**src/rtl/seq_pkg.sv**
```systemverilog
// Shared definitions for the serial pattern generator: one-hot state codes and
// default sizing.
package seq_pkg;

    localparam int STATE_W   = 4;
    localparam int DEF_PAT_W = 8;
    localparam int DEF_REP_W = 4;

    typedef enum logic [STATE_W-1:0] {
        ST_IDLE  = 4'b0001,
        ST_SHIFT = 4'b0010,
        ST_GAP   = 4'b0100,
        ST_DONE  = 4'b1000
    } state_e;

endpackage

```
**src/rtl/seq_gen_shreg.sv**
```systemverilog
// Loadable pattern register with a bit-index down-counter that reloads to
// len-1 after the last bit, so repetitions need no extra load cycle.
module seq_gen_shreg
    import seq_pkg::*;
#(
    parameter int PAT_W = DEF_PAT_W,
    parameter int LEN_W = $clog2(PAT_W + 1)
) (
    input  logic             clk,
    input  logic             rst_n,
    input  logic             load_i,
    input  logic             adv_i,
    input  logic [PAT_W-1:0] pat_i,
    input  logic [LEN_W-1:0] len_i,
    output logic             bit_o,
    output logic             last_o
);

    logic [PAT_W-1:0] pat_q, pat_d;
    logic [LEN_W-1:0] len_q, len_d;
    logic [LEN_W-1:0] idx_q, idx_d;

    always_comb begin
        pat_d = pat_q;
        len_d = len_q;
        idx_d = idx_q;
        if (load_i) begin
            pat_d = pat_i;
            len_d = len_i;
            idx_d = (len_i == '0) ? '0 : len_i - LEN_W'(1);
        end else if (adv_i) begin
            // The reload at index 0 keeps idx from ever wrapping below zero.
            idx_d = (idx_q == '0) ? len_q - LEN_W'(1) : idx_q - LEN_W'(1);
        end
    end

    // Mux by compare avoids an index wider than the pattern's address range.
    always_comb begin
        bit_o = 1'b0;
        for (int i = 0; i < PAT_W; i++) begin
            if (idx_q == LEN_W'(i)) bit_o = pat_q[i];
        end
    end

    assign last_o = (idx_q == '0);

    always_ff @(posedge clk) begin
        if (!rst_n) begin
            pat_q <= '0;
            len_q <= '0;
            idx_q <= '0;
        end else begin
            pat_q <= pat_d;
            len_q <= len_d;
            idx_q <= idx_d;
        end
    end

endmodule

```
**src/rtl/seq_gen.sv**
```systemverilog
// Serial pattern generator: sends pat MSB-first (bit len-1 first), reps+1 times.
// Define SEQ_GEN_GAP_EN to insert one idle bit between repetitions.
module seq_gen
    import seq_pkg::*;
#(
    parameter int PAT_W = DEF_PAT_W,
    parameter int LEN_W = $clog2(PAT_W + 1),
    parameter int REP_W = DEF_REP_W
) (
    input  logic               clk,
    input  logic               rst_n,
    input  logic               start,
    input  logic               abort,
    input  logic [PAT_W-1:0]   pat,
    input  logic [LEN_W-1:0]   len,
    input  logic [REP_W-1:0]   reps,
    output logic               dout,
    output logic               dvalid,
    output logic               busy,
    output logic               done,
    output logic [STATE_W-1:0] dbg_state
);

    // Handshake: start is sampled only in IDLE and never queued; busy rises the
    // cycle after start and falls while done pulses; abort (priority over
    // start) returns to IDLE without done; all outputs change on posedge only.

    state_e           state_q, state_d;
    logic [REP_W-1:0] rep_q, rep_d;
    logic             empty_q, empty_d;
    logic             dout_q, dout_d;
    logic             dvalid_q, dvalid_d;
    logic             busy_q, busy_d;
    logic             done_q, done_d;

    logic [LEN_W-1:0] len_clamped;
    logic             load;
    logic             adv;
    logic             cur_bit;
    logic             last_bit;

    assign len_clamped = (len > LEN_W'(PAT_W)) ? LEN_W'(PAT_W) : len;
    assign load        = (state_q == ST_IDLE) && start && !abort;
    assign adv         = (state_q == ST_SHIFT) && !abort;

    seq_gen_shreg #(
        .PAT_W (PAT_W),
        .LEN_W (LEN_W)
    ) u_shreg (
        .clk    (clk),
        .rst_n  (rst_n),
        .load_i (load),
        .adv_i  (adv),
        .pat_i  (pat),
        .len_i  (len_clamped),
        .bit_o  (cur_bit),
        .last_o (last_bit)
    );

    always_comb begin
        state_d  = state_q;
        rep_d    = rep_q;
        empty_d  = empty_q;
        dout_d   = 1'b0;
        dvalid_d = 1'b0;
        busy_d   = 1'b0;
        done_d   = 1'b0;
        if (state_q != ST_IDLE && abort) begin
            state_d = ST_IDLE;
        end else begin
            case (state_q)
                ST_IDLE: begin
                    if (start && !abort) begin
                        rep_d = reps;
                        if (len_clamped == '0) begin
                            empty_d = 1'b1;
                            state_d = ST_DONE;
                        end else begin
                            empty_d = 1'b0;
                            state_d = ST_SHIFT;
                        end
                    end
                end
                ST_SHIFT: begin
                    dout_d   = cur_bit;
                    dvalid_d = 1'b1;
                    busy_d   = 1'b1;
                    if (last_bit) begin
                        if (rep_q == '0) begin
                            state_d = ST_DONE;
                        end else begin
                            rep_d = rep_q - REP_W'(1);
`ifdef SEQ_GEN_GAP_EN
                            state_d = ST_GAP;
`else
                            state_d = ST_SHIFT;
`endif
                        end
                    end
                end
`ifdef SEQ_GEN_GAP_EN
                ST_GAP: begin
                    busy_d  = 1'b1;
                    state_d = ST_SHIFT;
                end
`endif
                ST_DONE: begin
                    // An empty send never saw SHIFT, so busy shares its one cycle with done.
                    done_d  = 1'b1;
                    busy_d  = empty_q;
                    state_d = ST_IDLE;
                end
                default: state_d = ST_IDLE;
            endcase
        end
    end

    always_ff @(posedge clk) begin
        if (!rst_n) begin
            state_q  <= ST_IDLE;
            rep_q    <= '0;
            empty_q  <= 1'b0;
            dout_q   <= 1'b0;
            dvalid_q <= 1'b0;
            busy_q   <= 1'b0;
            done_q   <= 1'b0;
        end else begin
            state_q  <= state_d;
            rep_q    <= rep_d;
            empty_q  <= empty_d;
            dout_q   <= dout_d;
            dvalid_q <= dvalid_d;
            busy_q   <= busy_d;
            done_q   <= done_d;
        end
    end

    assign dout      = dout_q;
    assign dvalid    = dvalid_q;
    assign busy      = busy_q;
    assign done      = done_q;
    assign dbg_state = state_q;

endmodule

```
**config.mk**
```make
export PLATFORM = sky130hd
export DESIGN_NAME = seq_gen
export DESIGN_NICKNAME = d
export VERILOG_FILES = /design/src/rtl/seq_pkg.sv /design/src/rtl/seq_gen_shreg.sv /design/src/rtl/seq_gen.sv
export SDC_FILE = /design/constraint.sdc
export NUM_CORES = 1
export LEC_CHECK = 0
export CAP_MARGIN = 25
export CORE_UTILIZATION = 50
export DETAILED_ROUTE_END_ITERATION = 12
export GPL_TIMING_DRIVEN = 0
export PLACE_DENSITY = 0.73
export SYNTH_ARGS = -nofsm -noshare
export SYNTH_HDL_FRONTEND = slang
export SYNTH_SLANG_ARGS = --single-unit
```
**constraint.sdc**
```tcl
create_clock -name clk -period 2.35 [get_ports clk]
set_input_delay 0.235 -clock clk [delete_from_list [all_inputs] [get_ports clk]]
set_output_delay 0.235 -clock clk [all_outputs]
set_load 0.02 [all_outputs]
```
==> results of run 1 <==
-- layout make-up --
class                      count  area (sq um)  share of cell area [%]
multi-input combinational    138           898                    47.9
sequential                    28           561                    29.9
timing repair buffer          25           250                    13.3
inverter                      11          41.3                    2.20
tap                           31          38.8                    2.07
buffer                         7          33.8                    1.80
clock inverter                 1          30.0                    1.60
clock buffer                   3          22.5                    1.20
-- worst max-delay path, stage by stage, from the launching register on --
cell	delay [ns]
dfxtp_1	0.41
inv_1	0.14
ha_1	0.27
nor3b_4	0.38
a21oi_2	0.17
a2111oi_0	0.52
a211oi_1	0.09
-- state kept, by name (all words and copies together), names as in the netlist --
name           count
rep_q              4
done               1
busy               1
dbg_state          3
dvalid             1
u_shreg.len_q      4
dout               1
empty_q            1
u_shreg.pat_q      8
u_shreg.idx_q      4
-- worst max path at each step --
stage,start,end,slack [ns]
after detailed placement,u_shreg.idx_q[0],rep_q[1],0.22
after CTS,u_shreg.idx_q[0],rep_q[1],0.19
after floorplan,u_shreg.idx_q[0],rep_q[1],0.67
after global placement,u_shreg.idx_q[0],rep_q[1],0.38
after global routing,u_shreg.idx_q[0],rep_q[1],0.07
final,u_shreg.idx_q[0],rep_q[1],0.25
-- cell usage after synthesis (2+ instances only) --
library cell / instances / share of area, %
nand2b_1: 5 / 2.0
o21ai_0: 2 / 0.66
xor2_1: 2 / 1.1
o211ai_1: 4 / 2.0
o21a_1: 2 / 0.98
o22ai_1: 3 / 1.2
inv_1: 11 / 2.7
o21ai_1: 3 / 0.98
a211oi_1: 4 / 2.0
nor4_1: 2 / 0.82
ha_1: 7 / 5.7
nor3_1: 6 / 2.0
o311ai_1: 2 / 1.1
nor3b_1: 3 / 1.5
a21oi_1: 18 / 5.9
a21o_1: 3 / 1.5
clkbuf_1: 5 / 1.2
a22oi_1: 2 / 0.98
nor2_1: 8 / 2.0
and2_1: 2 / 0.82
a221oi_1: 2 / 1.1
nand3b_1: 4 / 2.0
nand2_1: 32 / 7.9
buf_4: 2 / 0.98
dfxtp_1: 28 / 37
mux2i_1: 2 / 1.3
-- per-stage QoR --
stage          hold WS [ns]  setup slack, ns  utilization [%]  instance area, sq um  instances
6_report              0.423            0.253             66.3                  1880        244
5_1_grt               0.420           0.0731             66.3                  1880        244
4_1_cts               0.412            0.194             66.1                  1870        244
3_5_place_dp          0.437            0.217             64.2                  1820        240
3_3_place_gp          0.442            0.377             64.2                  1820        240
2_1_floorplan         0.371            0.672                -                  1530        184
-- cells by family (layout without fill, tap and decap cells) --
family	count (synthesis)	after routing	share of synthesized area (%)
AO/OA/AOI/OAI	53	53	22.9
XOR/XNOR	2	2	1.15
adder cells (fa/ha/maj)	7	7	5.73
buffers and inverters	18	47	4.91
flip-flops	28	28	36.7
multiplexers	2	2	1.31
other	1	1	0.245
AND/OR/NAND/NOR	73	73	27.0
-- repair_timing --
| action | 4_1_cts | 5_1_grt |
|---|---|---|
| endpoints found under the hold margin | 0 | 0 |
| setup buffers | 0 | 0 |
| gates resized for setup | 0 | 1 |
| setup endpoints to repair | 0 | 1 |
-- power breakdown --
group / switching, W / internal (W) / leakage (nW) / total, W
Clock: 0.000145 / 0.000173 / 0.0279 / 0.000317
Combinational: 0.000108 / 0.000102 / 0.418 / 0.000210
Sequential: 0.0000226 / 0.000496 / 0.228 / 0.000518
-- per-layer routing --
metal	share of wire (%)	GRT usage [%]	vias to the layer above
met5	0	0	-
met4	1.7	10.1	0
met3	4.5	3.17	6
met2	47	39.3	42
met1	46	32.2	647
li1	-	-	713
==> reports/metrics.yaml, run 1 <==
outcome: "complete, but fails checks"
violations: "design-rule violations"
path_clk_slew_ns: 0.16
grt_max_degree: 17
cap_violations: 0
htree_levels: 1
worstHoldStart: "abort"
grt_usage_pct: 24.1
drive_gt1_share_pct: 7.04
finalHoldViolCount: 0
clock_path_buffers: 2
worstPathMaxFanout: 6
final_antenna_net_count: 0
ctsHoldBuffers: 0
syn2layout_area_growth_pct: 22.8
rsz0062_at_grt: "false"
synth_edf_count: 0
p_leak_nw: 0.674
drc: 6
die_h_microns: 57.3
die_width_microns: 57.3
r2r-start: "u_shreg.idx_q[0]"
hold_class: "in -> reg"
r2r_setup_slack_ns: 0.25
antenna_found_initial: 0
max_freq_mhz: 477
final_common_cell: "nand2_1"
rows: 19
netlist_instances: 184
diodes: 0
cp.arrival_ns: 2.32
worstMarginPinSlew_ns: 0.660
power_w: 0.00105
relSlewSlack_pct: 55.6
power_density_mw_per_mm2: 557
drt_pass1_iterations: 8
hold_path_depth: 2
finalCritPeriodShare_pct: 89.2
synth_cell_types: 46
drt_iter0_drc: 42
synth_area_sq_mm: 0.00153
report.final.setup_viol: 0
initial_core_util_pct: 54.0
insertion_delay_ns: 0.33
place_congestion: 0.923
viasPerCell: 5.77
fill_cells: 241
cts.sink_count: 28
final_nets: 241
synth_area_per_cell_sq_um: 8.30
io_pins: 28
start_kind: "register"
ys.flop_type: "dfxtp_1"
die_area_sq_mm: 0.00328
drv_slew: 0
cts_buffers: 3
tns_ns: 0
num_vias: 1408
fin_crit_ns: 2.10
critPathKind: "reg -> reg"
routed_wl_microns: 3540
root_buffer: "clkbuf_4"
design.core.area_sq_mm: 0.00283
async_reset_ff_share_pct: 0
fin_skew_ns: 0.00755
rr_endpoint: "rep_q[1]"
syn_nets: 211
grt-ovfl-total: 0
grt_pass1_vias: 1318
wl_per_cell_microns: 14.5
crit_path_end_kind: "register"
worstRegToRegCells: 6
mostFrequentLayoutCells: "nand2_1 (32), dfxtp_1 (28), clkdlybuf4s50_1 (25), a21oi_1 (18), inv_1 (11)"
dpl.hpwl_microns: 2650
synth-seq-cells: 28
place.port_buffers: 25
max-vdd-ir-drop_uv: 250
cts_tree: "yes"
synth_warnings: 0
ys_seq_area_share_pct: 36.7
grt_first_pass_wirelength_microns: 6010
critPathRequiredTime_ns: 2.57
worstHoldEndpoint: "done"
Power figures use the tool's default switching activity.
==> inputs of run 2 (changes only) <==
--- a/config.mk
+++ b/config.mk
@@ -6,10 +6,10 @@
 export NUM_CORES = 1
 export LEC_CHECK = 0
 export CAP_MARGIN = 25
-export CORE_UTILIZATION = 50
+export CORE_UTILIZATION = 40
 export DETAILED_ROUTE_END_ITERATION = 12
 export GPL_TIMING_DRIVEN = 0
-export PLACE_DENSITY = 0.73
+export PLACE_DENSITY = 0.6
 export SYNTH_ARGS = -nofsm -noshare
 export SYNTH_HDL_FRONTEND = slang
 export SYNTH_SLANG_ARGS = --single-unit
==> reports/metrics.yaml, run 2 (synthesis results as in run 1) <==
path_clk_slew_ns: 0.09
diodes: 0
insertion_delay_ns: 0.26
routed_wl_microns: 3490
switchingPower_w: 0.000266
mostFrequentLayoutCells: "nand2_1 (32), dfxtp_1 (28), clkdlybuf4s50_1 (25), a21oi_1 (18), inv_1 (11)"
cts_resized: 0
cp.arrival_ns: 2.24
final_common_cell: "nand2_1"
drive_gt1_share_pct: 6.60
worst_path_dominant_cell_family: "compound AO/OA/AOI/OAI gates"
postCtsSetupRepairBufs: 0
intPower_w: 0.000709
multi_input_area_sq_um: 892
crit_chain: "inv_1, ha_1, nor3b_2, a21oi_2, a2111oi_0, a211oi_1"
wl_per_cell_microns: 13.4
power_density_mw_per_mm2: 519
grt_pass1_vias: 1295
place_area_sq_mm: 0.00184
crit_slowest_cell: "nor3b_2"
drc: 0
ctsHoldBuffers: 0
die_width_microns: 63.8
relSlewSlack_pct: 59.1
design.core.area_sq_mm: 0.00366
grt-ovfl-total: 0
dpl.hpwl_microns: 2620
p_leak_nw: 0.666
fill_cells: 358
die_h_microns: 63.8
critPathKind: "reg -> reg"
cap_violations: 0
syn2layout_area_growth_pct: 23.0
finalCritPeriodShare_pct: 89.6
viasPerCell: 5.33
grt_first_pass_wirelength_microns: 5930
max-vdd-ir-drop_uv: 179
final_nets: 241
critPathBufInv: 1
p_comb_share_pct: 21.1
drt_iter0_drc: 45
num_vias: 1385
fin_crit_ns: 2.11
drt_pass1_iterations: 4
antenna_found_initial: 0
start_kind: "register"
fin_skew_ns: 0.00106
pwr-share-clk_pct: 25.8
crit_path_end_kind: "register"
outcome: "completed"
regMostFlops: "u_shreg.pat_q"
report.final.setup_viol: 0
rsz0062_at_grt: "false"
largest_reg_flops: 8
stdcell_area_sq_mm: 0.00188
seq_area_sq_um: 561
root_buffer: "clkbuf_8"
max_freq_mhz: 475
place_congestion: 0.902
worstMarginPinSlew_ns: 0.608
rows: 22
io_pins: 28
seqPwrFrac_pct: 53.1
htree_levels: 1
tns_ns: 0
die_area_sq_mm: 0.00407
grt_usage_pct: 18.6
cts.sink_count: 28
clock_path_buffers: 2
finalHoldViolCount: 0
grt_max_degree: 15
worstPathMaxFanout: 6
cts_tree: "yes"
place.port_buffers: 25
critPathRequiredTime_ns: 2.48
drv_slew: 0
hold_class: "reg -> reg"
cts_buffers: 3
initial_core_util_pct: 41.7
cpPeakStageDelay_ns: 0.46
p_sw_share_pct: 27.2
final_antenna_net_count: 0
-- run 2: changes by cell type in the layout (fill, tap and decap cells not counted) --
cell | before | now
nor3b_4 | 1 | 0
clkbuf_8 | 0 | 3
nor3b_2 | 0 | 1
clkbuf_4 | 3 | 0
bufinv_16 | 1 | 0
-- run 2: final cells by class --
| type | count | share of cell area (%) |
|---|---|---|
| timing repair buffer | 25 | 13.3 |
| buffer | 7 | 1.80 |
| multi-input combinational | 138 | 47.5 |
| sequential | 28 | 29.8 |
| clock buffer | 3 | 2.20 |
| inverter | 11 | 2.20 |
| tap | 48 | 3.20 |
-- run 2: routing by layer --
metal | global-route usage [%] | vias up | wire, microns
met5 | 0 | - | 0
met4 | 5.11 | 0 | 15
met3 | 2.68 | 2 | 93
met2 | 30.9 | 27 | 1650
met1 | 25.1 | 649 | 1730
li1 | - | 707 | -
-- run 2: path summary, 6_finish.rpt --
| check | from | to | slack (ns) | cells after the start |
|---|---|---|---|---|
| setup / recovery | u_shreg.idx_q[0] | rep_q[1] | 0.24 | 6 |
| hold reg to reg | empty_q | busy | 0.46 | 1 |
| hold / removal | empty_q | busy | 0.46 | 1 |
| setup reg to reg | u_shreg.idx_q[0] | rep_q[1] | 0.24 | 6 |
-- run 2: power groups by stage --
stage,Combinational (W),Clock (W),Sequential (W)
final,0.000205,0.000252,0.000517
after global routing,0.000228,0.000288,0.000521
after CTS,0.000206,0.000263,0.000517
after detailed placement,0.000204,0,0.000528
after global placement,0.000199,0,0.000527
after floorplan,0.000131,0,0.000525
-- run 2: through the flow --
step	utilization [%]	total power [W]	std cells	setup slack (ns)	hold slack, ns
2_1_floorplan	-	0.000656	184	0.672	0.371
3_3_place_gp	50.2	0.000726	257	0.360	0.440
3_5_place_dp	50.2	0.000732	257	0.331	0.446
4_1_cts	51.3	0.000985	260	0.276	0.469
5_1_grt	51.3	0.00104	260	0.176	0.486
6_report	51.3	0.000975	260	0.244	0.465
